File: src/rtl/ram_access_arbiter.sv
// Single owner of the 64 KB image RAM port: boot loader fill first, then CPU (fixed priority) and diag reader with a starvation guard.
// Latency: request seen in IDLE -> ram_cs for ACCESS_CYCLES cycles -> one-cycle ack; requesters hold their level request until ack.
module ram_access_arbiter #(
    parameter int ADDR_W        = 16,
    parameter int DATA_W        = 8,
    parameter int ACCESS_CYCLES = 2,
    parameter int MAX_DEFER     = 8
) (
    input  logic              clk,
    input  logic              rst_l,
    input  logic              load_complete,
    input  logic              ld_req,
    input  logic [ADDR_W-1:0] ld_addr,
    input  logic [DATA_W-1:0] ld_wdata,
    output logic              ld_ack,
    input  logic              cpu_req,
    input  logic              cpu_we,
    input  logic [ADDR_W-1:0] cpu_addr,
    input  logic [DATA_W-1:0] cpu_wdata,
    output logic [DATA_W-1:0] cpu_rdata,
    output logic              cpu_ack,
    output logic              cpu_hold,
    input  logic              dg_req,
    input  logic [ADDR_W-1:0] dg_addr,
    output logic [DATA_W-1:0] dg_rdata,
    output logic              dg_ack,
    output logic              ld_late,
    output logic [ADDR_W-1:0] ram_address,
    output logic [DATA_W-1:0] ram_datain,
    input  logic [DATA_W-1:0] ram_dataout,
    output logic              ram_cs,
    output logic              ram_we
);

    typedef enum logic [1:0] {S_IDLE, S_ACCESS, S_ACK} state_t;
    typedef enum logic [1:0] {W_NONE, W_LD, W_CPU, W_DG} who_t;

    state_t            r_state;
    state_t            w_next_state;
    who_t              r_who;
    who_t              w_win;
    logic [ADDR_W-1:0] r_addr;
    logic [DATA_W-1:0] r_wdata;
    logic              r_we;
    logic [3:0]        r_count;
    logic [7:0]        r_defer;
    logic              r_sync1;
    logic              r_sync2;
    logic              r_done;
    logic              r_ld_late;
    logic [DATA_W-1:0] r_cpu_rdata;
    logic [DATA_W-1:0] r_dg_rdata;
    logic              w_load_done;
    logic              w_dg_force;

    // Synchroniser output counts immediately so the CPU is released two clocks after load_complete.
    assign w_load_done = r_sync2 | r_done;
    assign w_dg_force  = dg_req && (r_defer >= 8'(MAX_DEFER));

    always_comb begin
        w_win        = W_NONE;
        w_next_state = r_state;
        if (!w_load_done) begin
            if (ld_req) w_win = W_LD;
        end else if (w_dg_force) begin
            w_win = W_DG;
        end else if (cpu_req) begin
            w_win = W_CPU;
        end else if (dg_req) begin
            w_win = W_DG;
        end
        case (r_state)
            S_IDLE:   if (w_win != W_NONE) w_next_state = S_ACCESS;
            S_ACCESS: if (r_count == 4'd0) w_next_state = S_ACK;
            S_ACK:    w_next_state = S_IDLE;
            default:  w_next_state = S_IDLE;
        endcase
    end

    always_ff @(posedge clk or negedge rst_l) begin
        if (!rst_l) begin
            r_state     <= S_IDLE;
            r_who       <= W_NONE;
            r_addr      <= '0;
            r_wdata     <= '0;
            r_we        <= 1'b0;
            r_count     <= 4'd0;
            r_defer     <= 8'd0;
            r_sync1     <= 1'b0;
            r_sync2     <= 1'b0;
            r_done      <= 1'b0;
            r_ld_late   <= 1'b0;
            r_cpu_rdata <= '0;
            r_dg_rdata  <= '0;
        end else begin
            r_sync1 <= load_complete;
            r_sync2 <= r_sync1;
            r_done  <= w_load_done;
            r_state <= w_next_state;
            case (r_state)
                S_IDLE: begin
                    if (w_win != W_NONE) begin
                        r_who   <= w_win;
                        r_count <= 4'(ACCESS_CYCLES - 1);
                    end
                    case (w_win)
                        W_LD: begin
                            r_addr  <= ld_addr;
                            r_wdata <= ld_wdata;
                            r_we    <= 1'b1;
                        end
                        W_CPU: begin
                            r_addr  <= cpu_addr;
                            r_wdata <= cpu_wdata;
                            r_we    <= cpu_we;
                        end
                        W_DG: begin
                            r_addr <= dg_addr;
                            r_we   <= 1'b0;
                        end
                        default: ;
                    endcase
                    // Before the fill completes the defer counter is frozen.
                    if (w_load_done) begin
                        if (ld_req) r_ld_late <= 1'b1;
                        if (!dg_req || w_win == W_DG) r_defer <= 8'd0;
                        else if (r_defer != 8'hFF)    r_defer <= r_defer + 8'd1;
                    end
                end
                S_ACCESS: begin
                    if (r_count != 4'd0) begin
                        r_count <= r_count - 4'd1;
                    end else if (!r_we) begin
                        if (r_who == W_CPU) r_cpu_rdata <= ram_dataout;
                        if (r_who == W_DG)  r_dg_rdata  <= ram_dataout;
                    end
                end
                default: ;
            endcase
        end
    end

    assign ram_cs      = (r_state == S_ACCESS);
    assign ram_we      = (r_state == S_ACCESS) && r_we;
    assign ram_address = r_addr;
    assign ram_datain  = r_wdata;
    assign ld_ack      = (r_state == S_ACK) && (r_who == W_LD);
    assign cpu_ack     = (r_state == S_ACK) && (r_who == W_CPU);
    assign dg_ack      = (r_state == S_ACK) && (r_who == W_DG);
    assign cpu_rdata   = r_cpu_rdata;
    assign dg_rdata    = r_dg_rdata;
    assign cpu_hold    = !w_load_done;
    assign ld_late     = r_ld_late;

endmodule

File: config.mk
export PLATFORM = sky130hd
export DESIGN_NAME = ram_access_arbiter
export DESIGN_NICKNAME = d
export VERILOG_FILES = /design/src/rtl/ram_access_arbiter.sv
export SDC_FILE = /design/constraint.sdc
export NUM_CORES = 1
export LEC_CHECK = 0
export CORE_ASPECT_RATIO = 1.4
export CORE_MARGIN = 2
export CORE_UTILIZATION = 25
export CTS_CLUSTER_SIZE = 20
export DETAILED_ROUTE_END_ITERATION = 7
export PLACE_DENSITY_LB_ADDON = 0.3
export SLEW_MARGIN = 5
export SYNTH_ARGS = -nofsm -noshare
export SYNTH_HDL_FRONTEND = slang
export SYNTH_SLANG_ARGS = --single-unit
File: constraint.sdc
create_clock -name clk -period 2.68 [get_ports clk]
set_clock_uncertainty 0.2 [all_clocks]
set_input_delay 0.402 -clock clk [delete_from_list [all_inputs] [get_ports clk]]
set_output_delay 0.402 -clock clk [all_outputs]
set_load 0.1 [all_outputs]
Yosys cells after proc, flatten, opt, wreduce, memory -nomap -nowiden. Index checks and enable logic that the tools add are counted.

$add $sub $neg: 2. $mul: 0. Divide/modulo/power cells: 0. Magnitude comparators: 1. Equal/unequal tests: 12. Shift operators: 0. Multiplexer cells: 16. Bitwise logic cells: 3. Reductions and logical operators: 25.

Operators with widths (count): one-hot mux 16 bit (3 select lines) (1); 2-to-1 mux 8 bit (2); one-hot mux 8 bit (2 select lines) (1); 2-to-1 mux 2 bit (6); equality test 2 bit (second input constant) (5); AND reduction 3 bit (3); adder 8 x 1 -> 8 bit (second input constant) (1); >= comparator 8 x 4 -> 1 bit (second input constant) (1); 2-to-1 mux 4 bit (2); inequality test 8 bit (second input constant) (1); one-hot mux 4 bit (2 select lines) (1); AND reduction 2 bit (4); AND reduction 4 bit (2); nonzero test 2 bit (4); equality test 2 x 1 -> 1 bit (second input constant) (3); logical AND 1 bit (5); logical NOT 4 bit (1); inequality test 2 x 1 -> 1 bit (second input constant) (2); one-hot mux 2 bit (2 select lines) (1); nonzero test 4 bit (1); subtractor 4 x 1 -> 4 bit (second input constant) (1); one-hot mux 1 bit (3 select lines) (1); nonzero test 3 bit (1); logical NOT 1 bit (2); 6 further kinds (7).

Flip-flop bits (word level): 61. Bits in latches: 0. Memory bits (writable): 0. Bits in read-only memories: 0. Input bits: 79. Output and inout port bits: 47. Logic and storage cells: 72. Memories kept: 0.

Longest topological paths before layout. Gate-level depths: netlist (run 1).

Depth in word-level cells: 8. Mapped depth: 13. Mapped depth without buffers: 10.

Worst setup path after synthesis (run 1). OpenSTA, ideal clock, no wires.

Kind: register to output. Start point: register r_state[1]. End point: output cpu_ack. Data arrival time: 3.392 ns. Data required time: 2.078 ns. Slack: -1.314 ns. Cell stages (with the launch flop): 3. Buffers on the path: 1. Cell sequence: dfrtp_1 clkbuf_1 nor4bb_1.

Word-level cells in the longest chain between the ends: 2.

RTL lines: from (decl) (line 38) `state_t r_state;`; from (signal assigned) (line 99) `r_state <= w_next_state;`; equality test 2 bit (line 148) `assign cpu_ack = (r_state == S_ACK) && (r_who == W_CPU);`; logical AND 1 bit (line 148); to (decl) (line 21) `output logic cpu_ack,`.

Every way passes these cells.

Final worst setup path (run 1).
Start point: register r_defer[4]. End point: register r_defer[4].

Word-level cells in the longest chain between the ends: 8. Elaborated cells on any way between the ends: 12. Classes of those cells: 1 x add/sub; 1 x order compare; 2 x eq/ne; 4 x mux; 4 x reduce/logical.

RTL lines: from (decl) (line 46) `logic [7:0] r_defer;`; from (signal assigned) (line 127) `else if (r_defer != 8'hFF) r_defer <= r_defer + 8'd1;`; >= comparator 8 x 4 -> 1 bit * (line 58) `assign w_dg_force = dg_req && (r_defer >= 8'(MAX_DEFER));`; logical AND 1 bit * (line 58); 2-to-1 mux 2 bit * (line 65) `end else if (w_dg_force) begin`; 2-to-1 mux 2 bit * (line 63) `if (!w_load_done) begin`; net w_win[0] (line 41) `who_t w_win;`; equality test 2 bit * (line 126) `if (!dg_req || w_win == W_DG) r_defer <= 8'd0;`; logical OR 1 bit * (line 126); nonzero test 2 bit (no source line); AND reduction 3 bit (no source line).

The timed path passes the listed nets; every way through them passes the cells marked *. The select of a mux whose other input is x is not followed. A chain may end at the register's enable or synchronous reset.

==> summary.txt, run 1 <==
Clock tree
  – H-Tree Depth: 3
  – Clock latency on the worst-skew pair: 0.32 ns
  – Inserted Clock Buffers: 9
  – Clock-pin slew on the worst setup and hold paths: 0.05 ns
  – TritonCTS clock tree: built
  – Setup bufs post-CTS: 0
  – Bufs on Longest Clock Path: 2
  – Root Buffer: clkbuf_16
  – Clock sink total: 61

Final layout
  – Multi-input logic area: 0.00131 mm²
  – Fillers: around 1100
  – # diodes: 0
  – Share of cells above drive strength 1: about a quarter
  – Synth-to-Final Area Change: 60.3%
  – Layout Nets: 499
  – Reg area: 0.00153 mm²

Drt
  – Final WL: around 7.5 mm
  – Detailed Routing Iterations Pass 1: 4
  – Residual DRC: 0
  – Avg WL per Cell: 13.4 µm
  – Vias: 2555
  – ANT nets after route: 0
  – DRT iter0 DRCs: 68
  – Vias per cell: around 4.6

GRT
  – Largest net degree at the start of global routing: 38
  – First-pass GRT wire length: about 12 mm
  – Total gr overflow: 0
  – GRT Overall Usage: 12.2%
  – Vias in the first global route: 2559
  – Initial antenna violation count: 0

Job
  – Max Cap Viol: 0

STA
  – Slew margin rel.: about 57%
  – Crit path setup slack, layout: between 0.15 and 0.2 ns
  – Worst hold slack: 0.151 ns
  – # setup viols final: 0
  – RSZ-0062 raised after global routing: no
  – Final Hold Viols: 0
  – Setup TNS: 0 ns
  – Period utilisation layout: 94.2%
  – Max Slew Vio Count: 0
  – Fin crit period: 2.53 ns
  – Worst slew pin tran: between 0.6 and 0.7 ns
  – Fmax: 396 MHz

Die
  – Die Span X: 94.8 µm
  – Die area: approximately 0.012 mm²
  – Core Box Area: 0.0113 mm²
  – I/O Pins: 126
  – Die Ht: 131 µm
  – Starting density of the core: approximately 26%
  – Row cnt: between 40 and 50

Setup path
  – Arrival time worst endpoint: ~2.5 ns
  – CP top delay family: simple AND/OR/NAND/NOR gates
  – Worst path cell trace: nor4_2 > nand3b_1 > a31oi_4 > inv_1 > ha_2 > nor2b_1 > nand3_2 > or2_4 > o311ai_1
  – Critical-path top delay cell: dfrtp_1
  – CP Class: reg2reg
  – Slowest cell delay on critical path: 0.46 ns
  – WP buf/inv: 1
  – Startpoint types: register
  – Worst-path fanout max: 7
  – Req. time, crit path: between 2 and 3 ns
  – Critical path capture point type: register

Synth
  – Warnings, synthesis: 0
  – Synth cell types: 38
  – Syn avg cell area: approximately 10 µm²
  – Register bit total from synthesis: between 60 and 70
  – Synth Instances: 281
  – Synthesized cell area: 0.00288 mm²
  – Synth Net Count: 367
  – Register area share after synthesis: 52.9%

Outcome
  – Status: completed

Hold path
  – Hold WC Path Type: reg2reg

Placement
  – Detail Placement HPWL: 5.79 mm
  – IO buf count: 125
  – Pre-CTS setup slack: 0.0193 ns
  – RD Place Congestion: 0.758
-- final cells by class --
cell class | instances | share of cell area [%]
Tap cell | 144 | 3.90
Clock buffer | 13 | 6.06
Timing Repair Buffer | 138 | 27.7
Multi-Input combinational cell | 192 | 28.3
Sequential cell | 61 | 33.0
Clock inverter | 1 | 0.108
Inverter | 11 | 0.974
-- timing repair --
action | 4_1_cts | 5_1_grt
hold endpoints to repair | 24 | 0
resized for setup | 0 | 1
setup endpoints to repair | 0 | 1
hold buffers | 1 | 0
-- cell usage in the layout, fill, tap and decap left out, types with 4 or more instances in the layout --
cell / Yosys / routed
mux2_2: 17 / 17
nor3_1: 5 / 4
clkbuf_8: 0 / 4
clkbuf_16: 0 / 9
buf_4: 1 / 55
inv_1: 11 / 10
nand3_1: 7 / 6
buf_12: 0 / 4
a22oi_1: 16 / 16
clkdlybuf4s50_1: 0 / 77
a21oi_1: 21 / 21
a31oi_1: 17 / 16
nor2_1: 34 / 33
mux2i_1: 9 / 9
dfrtp_1: 61 / 61
nand2_1: 24 / 24
ha_1: 7 / 6
-- per-layer routing --
| metal | vias up | global-route usage [%] | share of wire (%) |
|---|---|---|---|
| met5 | - | 0 | 0 |
| met4 | 0 | 6.39 | 1.9 |
| met3 | 10 | 3.26 | 7.5 |
| met2 | 109 | 22.1 | 53 |
| met1 | 1177 | 12.7 | 38 |
| li1 | 1259 | - | - |
-- path summary, 6_finish.rpt --
kind	cells after the start	end	startpoint	slack (ns)
max	9	r_defer[4]	r_defer[4]	0.15
min	0	r_sync2	r_sync1	0.15
max reg2reg	9	r_defer[4]	r_defer[4]	0.15
min reg2reg	0	r_sync2	r_sync1	0.15
max in group asynchronous	3	dg_rdata[2]	rst_l	1.23
min in group asynchronous	2	ram_datain[2]	rst_l	0.45
-- Yosys cell counts --
cell type / count / share of area [%]
clkbuf_1: 15 / 2.0
nor4bb_1: 2 / 0.69
and4bb_2: 1 / 0.43
dfrtp_1: 61 / 53
o211ai_1: 2 / 0.52
mux2_2: 17 / 6.6
and4_1: 1 / 0.30
or3b_1: 1 / 0.30
clkbuf_2: 1 / 0.17
nor4_4: 1 / 0.74
nand2b_1: 1 / 0.22
o22ai_1: 2 / 0.43
o311ai_0: 1 / 0.30
ha_1: 7 / 3.0
a21o_1: 1 / 0.26
a22oi_1: 16 / 4.2
a21oi_1: 21 / 3.6
nor2b_1: 1 / 0.22
a31oi_1: 17 / 3.7
nand3_1: 7 / 1.2
xor2_1: 2 / 0.61
and2_1: 4 / 0.87
o31ai_1: 2 / 0.52
nor3_1: 5 / 0.87
or2_2: 3 / 0.65
o21bai_1: 1 / 0.26
a2bb2oi_1: 1 / 0.30
mux2i_1: 9 / 3.1
o21ai_0: 3 / 0.52
nor2_1: 34 / 4.4
inv_1: 11 / 1.4
nand4_1: 1 / 0.22
nor4_1: 1 / 0.22
or4_1: 1 / 0.26
buf_4: 1 / 0.26
nand3b_1: 1 / 0.26
nand2_1: 24 / 3.1
or3_1: 1 / 0.22
-- cells by family (layout without fill, tap and decap cells) --
kind of cell	count (synthesis)	count (layout)	share of synthesized area, %
flops	61	61	52.9
buf+inv	28	163	3.82
mux	26	26	9.76
xor+xnor	2	2	0.607
simple gates	90	90	15.2
fa+ha+maj	7	7	3.04
compound gates	67	67	14.6
-- metrics by stage --
stage          area (µm²)  util, %  instances
2_1_floorplan        2970        -        281
3_3_place_gp         4320     38.3        545
3_5_place_dp         4320     38.3        545
4_1_cts              4620     40.9        560
5_1_grt              4620     41.0        560
6_report             4620     41.0        560
-- flip-flops by register name, summed over array words and instances, names as in the netlist --
signal,count
cpu_rdata,8
dg_rdata,8
ld_late,1
r_count,4
r_defer,8
r_done,1
r_state,2
r_sync1,1
r_sync2,1
r_we,1
r_who,2
ram_address,16
ram_datain,8
Power of run 1 is not shown: default switching activity piles up to over one toggle a cycle in this logic, so the estimate is an artifact.
==> run 2: changes to the inputs <==
--- a/config.mk
+++ b/config.mk
@@ -11,7 +11,7 @@
 export CTS_CLUSTER_SIZE = 20
 export DETAILED_ROUTE_END_ITERATION = 7
 export PLACE_DENSITY_LB_ADDON = 0.3
-export SLEW_MARGIN = 5
+export SLEW_MARGIN = 20
 export SYNTH_ARGS = -nofsm -noshare
 export SYNTH_HDL_FRONTEND = slang
 export SYNTH_SLANG_ARGS = --single-unit
==> results of run 2 <==
Same layout as run 1: the final DEF is identical, and so are final timing and power.
Power of run 2 is left out for the same reason.
